--- src/rtl/cr_huf_comp_pkg.sv ---
// rtl/cr_huf_comp_pkg.sv - shared symbol-queue types and defaults
package cr_huf_compPKG;

    localparam int SQ_DEPTH     = 16;
    localparam int SQ_DATA_W    = 64;
    localparam int SQ_SEQ_W     = 4;
    localparam int SQ_AF_MARGIN = 2;

    typedef struct packed {
        logic                 eot;
        logic                 sot;
        logic [2:0]           byte_vld;
        logic                 tlast;
        logic                 eob;
        logic [SQ_SEQ_W-1:0]  seq_id;
        logic [SQ_DATA_W-1:0] data;
    } s_sq_sym;

endpackage

--- src/rtl/cr_huf_comp_sq_pf_ram.sv ---
// rtl/cr_huf_comp_sq_pf_ram.sv - symbol queue storage, one write port, combinational read
module cr_huf_comp_sq_pf_ram
    import cr_huf_compPKG::*;
#(
    parameter  int DEPTH = SQ_DEPTH,
    localparam int PW    = $clog2(DEPTH - 1)
) (
    input  logic          clk,
    input  logic          we,
    input  logic [PW-1:0] waddr,
    input  s_sq_sym       wdata,
    input  logic [PW-1:0] raddr,
    output s_sq_sym       rdata
);

    s_sq_sym mem_q [DEPTH-1];

    always_ff @(posedge clk) begin
        if (we) begin
            mem_q[waddr] <= wdata;
        end
    end

    assign rdata = mem_q[raddr];

endmodule

--- src/rtl/cr_huf_comp_sq_pf.sv ---
// rtl/cr_huf_comp_sq_pf.sv - show-ahead symbol queue: storage array plus registered head
module cr_huf_comp_sq_pf
    import cr_huf_compPKG::*;
#(
    parameter  int DEPTH     = SQ_DEPTH,
    parameter  int DATA_W    = SQ_DATA_W,
    parameter  int SEQ_W     = SQ_SEQ_W,
    parameter  int AF_MARGIN = SQ_AF_MARGIN,
    localparam int CW        = $clog2(DEPTH + 1)
) (
    input  logic          clk,
    input  logic          rst_n,
    input  logic          clear,
    input  logic          wr,
    input  s_sq_sym       wr_sym,
    output logic          rdy,
    input  logic          rd,
    output logic          out_vld,
    output s_sq_sym       out_sym,
    output logic [CW-1:0] used_slots,
    output logic          aempty,
    output logic [CW-1:0] hwm,
    output logic          overflow,
    output logic          underflow
);

    localparam int            PW       = $clog2(DEPTH - 1);
    localparam logic [PW-1:0] LAST_PTR = PW'(DEPTH - 2);

    // The symbol layout is fixed by the package; width parameters must agree with it.
    if ($bits(s_sq_sym) != DATA_W + SEQ_W + 7) begin : g_sym_width_mismatch
        localparam int SYM_W_DELTA = $bits(s_sq_sym) - (DATA_W + SEQ_W + 7);
    end

    logic [PW-1:0] wr_ptr_q, wr_ptr_d, rd_ptr_q, rd_ptr_d;
    logic [CW-1:0] used_q, used_d, hwm_q, hwm_d, mem_cnt;
    logic          out_vld_q, out_vld_d, ovf_q, ovf_d, udf_q, udf_d;
    logic          pop, push, load, mem_we;
    s_sq_sym       out_sym_q, out_sym_d, ram_rdata;

    function automatic logic [PW-1:0] ptr_inc(input logic [PW-1:0] p);
        return (p == LAST_PTR) ? '0 : p + 1'b1;
    endfunction

    cr_huf_comp_sq_pf_ram #(.DEPTH(DEPTH)) u_ram (
        .clk   (clk),
        .we    (mem_we),
        .waddr (wr_ptr_q),
        .wdata (wr_sym),
        .raddr (rd_ptr_q),
        .rdata (ram_rdata)
    );

    always_comb begin
        wr_ptr_d  = wr_ptr_q;
        rd_ptr_d  = rd_ptr_q;
        used_d    = used_q;
        hwm_d     = hwm_q;
        out_vld_d = out_vld_q;
        out_sym_d = out_sym_q;
        ovf_d     = ovf_q;
        udf_d     = udf_q;
        mem_we    = 1'b0;
        pop       = rd & out_vld_q;
        push      = wr & ((used_q != CW'(DEPTH)) | pop);
        mem_cnt   = used_q - CW'(out_vld_q);
        load      = pop | ~out_vld_q;
        if (clear) begin
            wr_ptr_d  = '0;
            rd_ptr_d  = '0;
            used_d    = '0;
            hwm_d     = '0;
            out_vld_d = 1'b0;
        end else begin
            ovf_d = ovf_q | (wr & ~push);
            udf_d = udf_q | (rd & ~out_vld_q);
            // Head refills from storage first; a write bypasses only when storage is empty.
            if (load && mem_cnt != '0) begin
                out_sym_d = ram_rdata;
                out_vld_d = 1'b1;
                rd_ptr_d  = ptr_inc(rd_ptr_q);
            end else if (load && push) begin
                out_sym_d = wr_sym;
                out_vld_d = 1'b1;
            end else if (pop) begin
                out_vld_d = 1'b0;
            end
            mem_we = push & ~(load & (mem_cnt == '0));
            if (mem_we) begin
                wr_ptr_d = ptr_inc(wr_ptr_q);
            end
            unique case ({push, pop})
                2'b10:   used_d = used_q + 1'b1;
                2'b01:   used_d = used_q - 1'b1;
                default: used_d = used_q;
            endcase
            if (used_d > hwm_q) begin
                hwm_d = used_d;
            end
        end
    end

    always_ff @(posedge clk or posedge rst_n) begin
        if (rst_n) begin
            wr_ptr_q  <= '0;
            rd_ptr_q  <= '0;
            used_q    <= '0;
            hwm_q     <= '0;
            out_vld_q <= 1'b0;
            out_sym_q <= '0;
            ovf_q     <= 1'b0;
            udf_q     <= 1'b0;
        end else begin
            wr_ptr_q  <= wr_ptr_d;
            rd_ptr_q  <= rd_ptr_d;
            used_q    <= used_d;
            hwm_q     <= hwm_d;
            out_vld_q <= out_vld_d;
            out_sym_q <= out_sym_d;
            ovf_q     <= ovf_d;
            udf_q     <= udf_d;
        end
    end

    assign rdy        = used_q < CW'(DEPTH - AF_MARGIN);
    assign aempty     = used_q == CW'(1);
    assign out_vld    = out_vld_q;
    assign out_sym    = out_sym_q;
    assign used_slots = used_q;
    assign hwm        = hwm_q;
    assign overflow   = ovf_q;
    assign underflow  = udf_q;

endmodule

--- config.mk ---
export PLATFORM = sky130hd
export DESIGN_NAME = cr_huf_comp_sq_pf
export DESIGN_NICKNAME = d
export VERILOG_FILES = /design/src/rtl/cr_huf_comp_pkg.sv /design/src/rtl/cr_huf_comp_sq_pf_ram.sv /design/src/rtl/cr_huf_comp_sq_pf.sv
export SDC_FILE = /design/constraint.sdc
export NUM_CORES = 1
export LEC_CHECK = 0
export ABC_AREA = 1
export BUFFER_PORTS_ARGS = -buffer_cell sky130_fd_sc_hd__buf_4
export CAP_MARGIN = 20
export CORE_MARGIN = 5
export CORE_UTILIZATION = 67
export CTS_CLUSTER_SIZE = 16
export DETAILED_ROUTE_END_ITERATION = 8
export PLACE_DENSITY_LB_ADDON = 0.12
export SETUP_SLACK_MARGIN = 0.05
export SLEW_MARGIN = 25
export SYNTH_ARGS = -nofsm -noshare
export SYNTH_HDL_FRONTEND = slang
export SYNTH_SLANG_ARGS = --single-unit
--- constraint.sdc ---
create_clock -name clk -period 14.8 [get_ports clk]
set_input_delay 1.48 -clock clk [delete_from_list [all_inputs] [get_ports clk]]
set_output_delay 1.48 -clock clk [all_outputs]
set_load 0.05 [all_outputs]
==> impl_metrics.tcl <==
set metrics [dict create \
    run_status "finished, final reports clean" \
    clockBufferDepth 3 \
    fraction_of_synthesis_flops_using_an_asynchronous_set_or_reset_pin 0.07862 \
    comb_power_share 0.235 \
    drive_gt1_frac 0.09726 \
    core_region_area_um2 76200 \
    worstSetupStartpointType "flop" \
    synth-edff-count 1125 \
    layout.cells.most_common_list "1575 x nand2_1, 1125 x edfxtp_1, 797 x nand3_1" \
    synth_nets 4916 \
    ir_drop_v 0.0001927 \
    first_global_vias 34880 \
    layout.cells.most_common "nand2_1" \
    syn_area_per_cell_um2 10.72 \
    dieWidth_um 287.8 \
    leakagePower_nw 23.39 \
    synth.ff_latch_count 1221 \
    dieHeight_um 287.8 \
    ys_seq_area_frac 0.7000 \
    grt_first_pass_wirelength_um 196200 \
    drt-total-wl_um 127700 \
    cts_resized 0 \
    drt-pass1-iter-count 5 \
    synth_flop_cell "edfxtp_1" \
    net_switching_fraction_of_the_power 0.3189 \
    timing.fmax_mhz 236.2 \
    drcViolationCount 0 \
    antenna_violations_before_repair 2 \
    finish.net_count 4984 \
    seq_area_um2 36200 \
    detailedRoute.firstIterationViolations 3975 \
    combined_area_of_the_multi_input_logic_cells_um2 12620 \
    crit_arrival_ns 4.79 \
    design.portCount 170 \
    holdCritPathClass "reg -> reg" \
    die_area_um2 82810 \
    fillerInstances 4877 \
    dpl.hpwl_um 65010 \
    seq_pwr_share 0.439 \
    max-slew-margin-rel 0.1948 \
    setup_violations 0 \
    count_of_cell_types_in_the_netlist 36 \
    holdBufCountCts 0 \
    share_of_the_clock_period_used_by_the_worst_path_after_layout 0.2861 \
    floorplan.initialDensity 0.6784 \
    synthesis.instances 4824 \
    cts-root-buf "clkbuf_16" \
    rsz_0062_raised_after_global_routing "false" \
    cts.repair_timing.setup_buffer_count 0 \
    fin_ws_ns 10.57 \
    clk_transition_reported_paths_ns 0.06 \
    route.vias.total 35380 \
    port_buffers 169 \
    finalHoldViolations 0 \
    final_replace_weighted_congestion 0.7926 \
    row_count 101 \
    maxSlewViolCount 0 \
    grt_remaining_overflow 0 \
    wl_per_cell_um 21.19 \
    post-route-min-period_ns 4.234 \
    tns_ns 0 \
    clock_power_share 0.326 \
    power_density_over_cell_area_nw_per_um2 159.8 \
    internal-power_mw 6.250 \
    syn_area_um2 51690 \
    clock_latency_ns 0.69 \
    tritoncts.num_buffers 119 \
    htree_levels 3 \
    vias_per_instance 5.868 \
    tritoncts_num_sinks 1221 \
    tightestPinTransition_ns 1.208 \
    tritoncts "done" \
    placement.setup.worst_slack_ns 10.11 \
    yosysWarningCount 0 \
    capturing_element_type_of_the_critical_path "flop" \
    grt_max_degree 162 \
    timing.hold.ws_ns 0.4677 \
    p_sw_mw 2.926 \
    crit_path_max_fanout 158 \
    area_delta_synth_final_pct 11.10 \
    cap_viol_max_count 0 \
    final.setup_skew_ns 0.02844 \
    timing.setup.critical_path_class "reg -> reg" \
    drtAntennaViolNets 0 \
    grtUsageTotal 0.3057 \
    worstPathRequired_ns 15.35 \
]
==> power groups by stage <==
stage | clock network [mW] | registers (mW) | logic [mW]
2_1_floorplan | 0 | 4.41 | 1.19
3_3_place_gp | 0 | 4.09 | 2.09
3_5_place_dp | 0 | 4.09 | 2.13
4_1_cts | 3.01 | 4.02 | 2.15
5_1_grt | 3.17 | 4.04 | 2.34
6_report | 2.99 | 4.03 | 2.16
==> worst paths after layout <==
path | start | end | slack [ns] | cells past startpoint
setup reg to reg | rd_ptr_q[0]$_DFFE_PP0P_ | out_sym[72]$_DFFE_PP0P_ | 10.57 | 10
max in group asynchronous | rst_n | rd_ptr_q[0]$_DFFE_PP0P_ | 12.39 | 3
min in group asynchronous | rst_n | used_slots[2]$_DFF_PP0_ | 0.91 | 2
setup / recovery | rd_ptr_q[0]$_DFFE_PP0P_ | out_sym[72]$_DFFE_PP0P_ | 10.57 | 10
hold reg to reg | underflow$_DFFE_PP0N_ | underflow$_DFFE_PP0N_ | 0.47 | 1
hold / removal | underflow$_DFFE_PP0N_ | underflow$_DFFE_PP0N_ | 0.47 | 1
==> worst max-delay path, stage by stage (launching register included) <==
cell and delay [ns]:
dfrtp_4 0.73, inv_8 0.80, buf_4 0.79, buf_4 0.91, nand2_1 0.14, nand3_1 0.14, nand2_1 0.08, nand2_1 0.08
nand3_1 0.13, nand3_2 0.11, a21oi_1 0.09
==> per-layer routing <==
metal	vias to the layer above	track usage	wire [µm]
met2	1810	0.5284	64040
met5	-	0	13
met3	253	0.04402	11350
li1	16200	-	-
met1	17110	0.4063	48710
met4	2	0.09998	3639
==> cells by family (layout without fill, tap and decap cells) <==
kind of cell    count (synthesis)  in the layout  synth area share
simple gates                 2692           2692            0.2218
compound gates                154            154           0.01585
buf+inv                       739            912           0.05848
xor+xnor                        6              6          0.001017
flops                        1221           1221            0.7000
fa+ha+maj                      12             12          0.002904
other cells                     0              1                 0
==> registers in the layout (all words and copies together), names as in the netlist, 4 cells and up <==
signal and cells:
hwm 5, rd_ptr_q 4, wr_ptr_q 4, used_slots 5
u_ram.mem_q 1125, out_sym 75
==> metrics by stage <==
stage / util / area [µm²] / cells / total power [mW]
2_1_floorplan: - / 51690 / 4824 / 5.597
3_3_place_gp: 0.7024 / 53520 / 5800 / 6.178
3_5_place_dp: 0.7028 / 53550 / 5801 / 6.225
4_1_cts: 0.7535 / 57420 / 6027 / 9.192
5_1_grt: 0.7536 / 57430 / 6027 / 9.555
6_report: 0.7537 / 57430 / 6028 / 9.176
==> layout make-up <==
cell class,instances,share of cell area
antenna,1,0.00004357
inverter,471,0.03126
clock inverter,55,0.009695
tap,1030,0.02244
timing repair buffer,215,0.02893
clock buffer,171,0.05756
sequential,1221,0.6303
multi-input combinational,2864,0.2197
==> Yosys cell counts, types with 2 or more instances <==
| library cell | number | share of area |
|---|---|---|
| a21oi_1 | 107 | 0.010 |
| a31oi_1 | 2 | 0.00024 |
| buf_1 | 37 | 0.0027 |
| buf_2 | 103 | 0.010 |
| buf_4 | 5 | 0.00073 |
| buf_6 | 9 | 0.0020 |
| buf_8 | 3 | 0.00087 |
| clkbuf_1 | 111 | 0.0081 |
| dfrtp_1 | 96 | 0.046 |
| edfxtp_1 | 1125 | 0.65 |
| ha_1 | 12 | 0.0029 |
| inv_1 | 458 | 0.033 |
| inv_2 | 12 | 0.00087 |
| nand2_1 | 1575 | 0.11 |
| nand2_2 | 3 | 0.00036 |
| nand3_1 | 797 | 0.077 |
| nand3_2 | 30 | 0.0058 |
| nand4_1 | 2 | 0.00024 |
| nor2_1 | 229 | 0.017 |
| o21ai_0 | 2 | 0.00019 |
| o21ai_1 | 33 | 0.0032 |
| o21bai_1 | 2 | 0.00029 |
| o22ai_1 | 2 | 0.00024 |
| or2_1 | 20 | 0.0024 |
| or2_2 | 33 | 0.0040 |
| xor2_1 | 6 | 0.0010 |
Note: power is estimated with default switching activity, not from simulation.
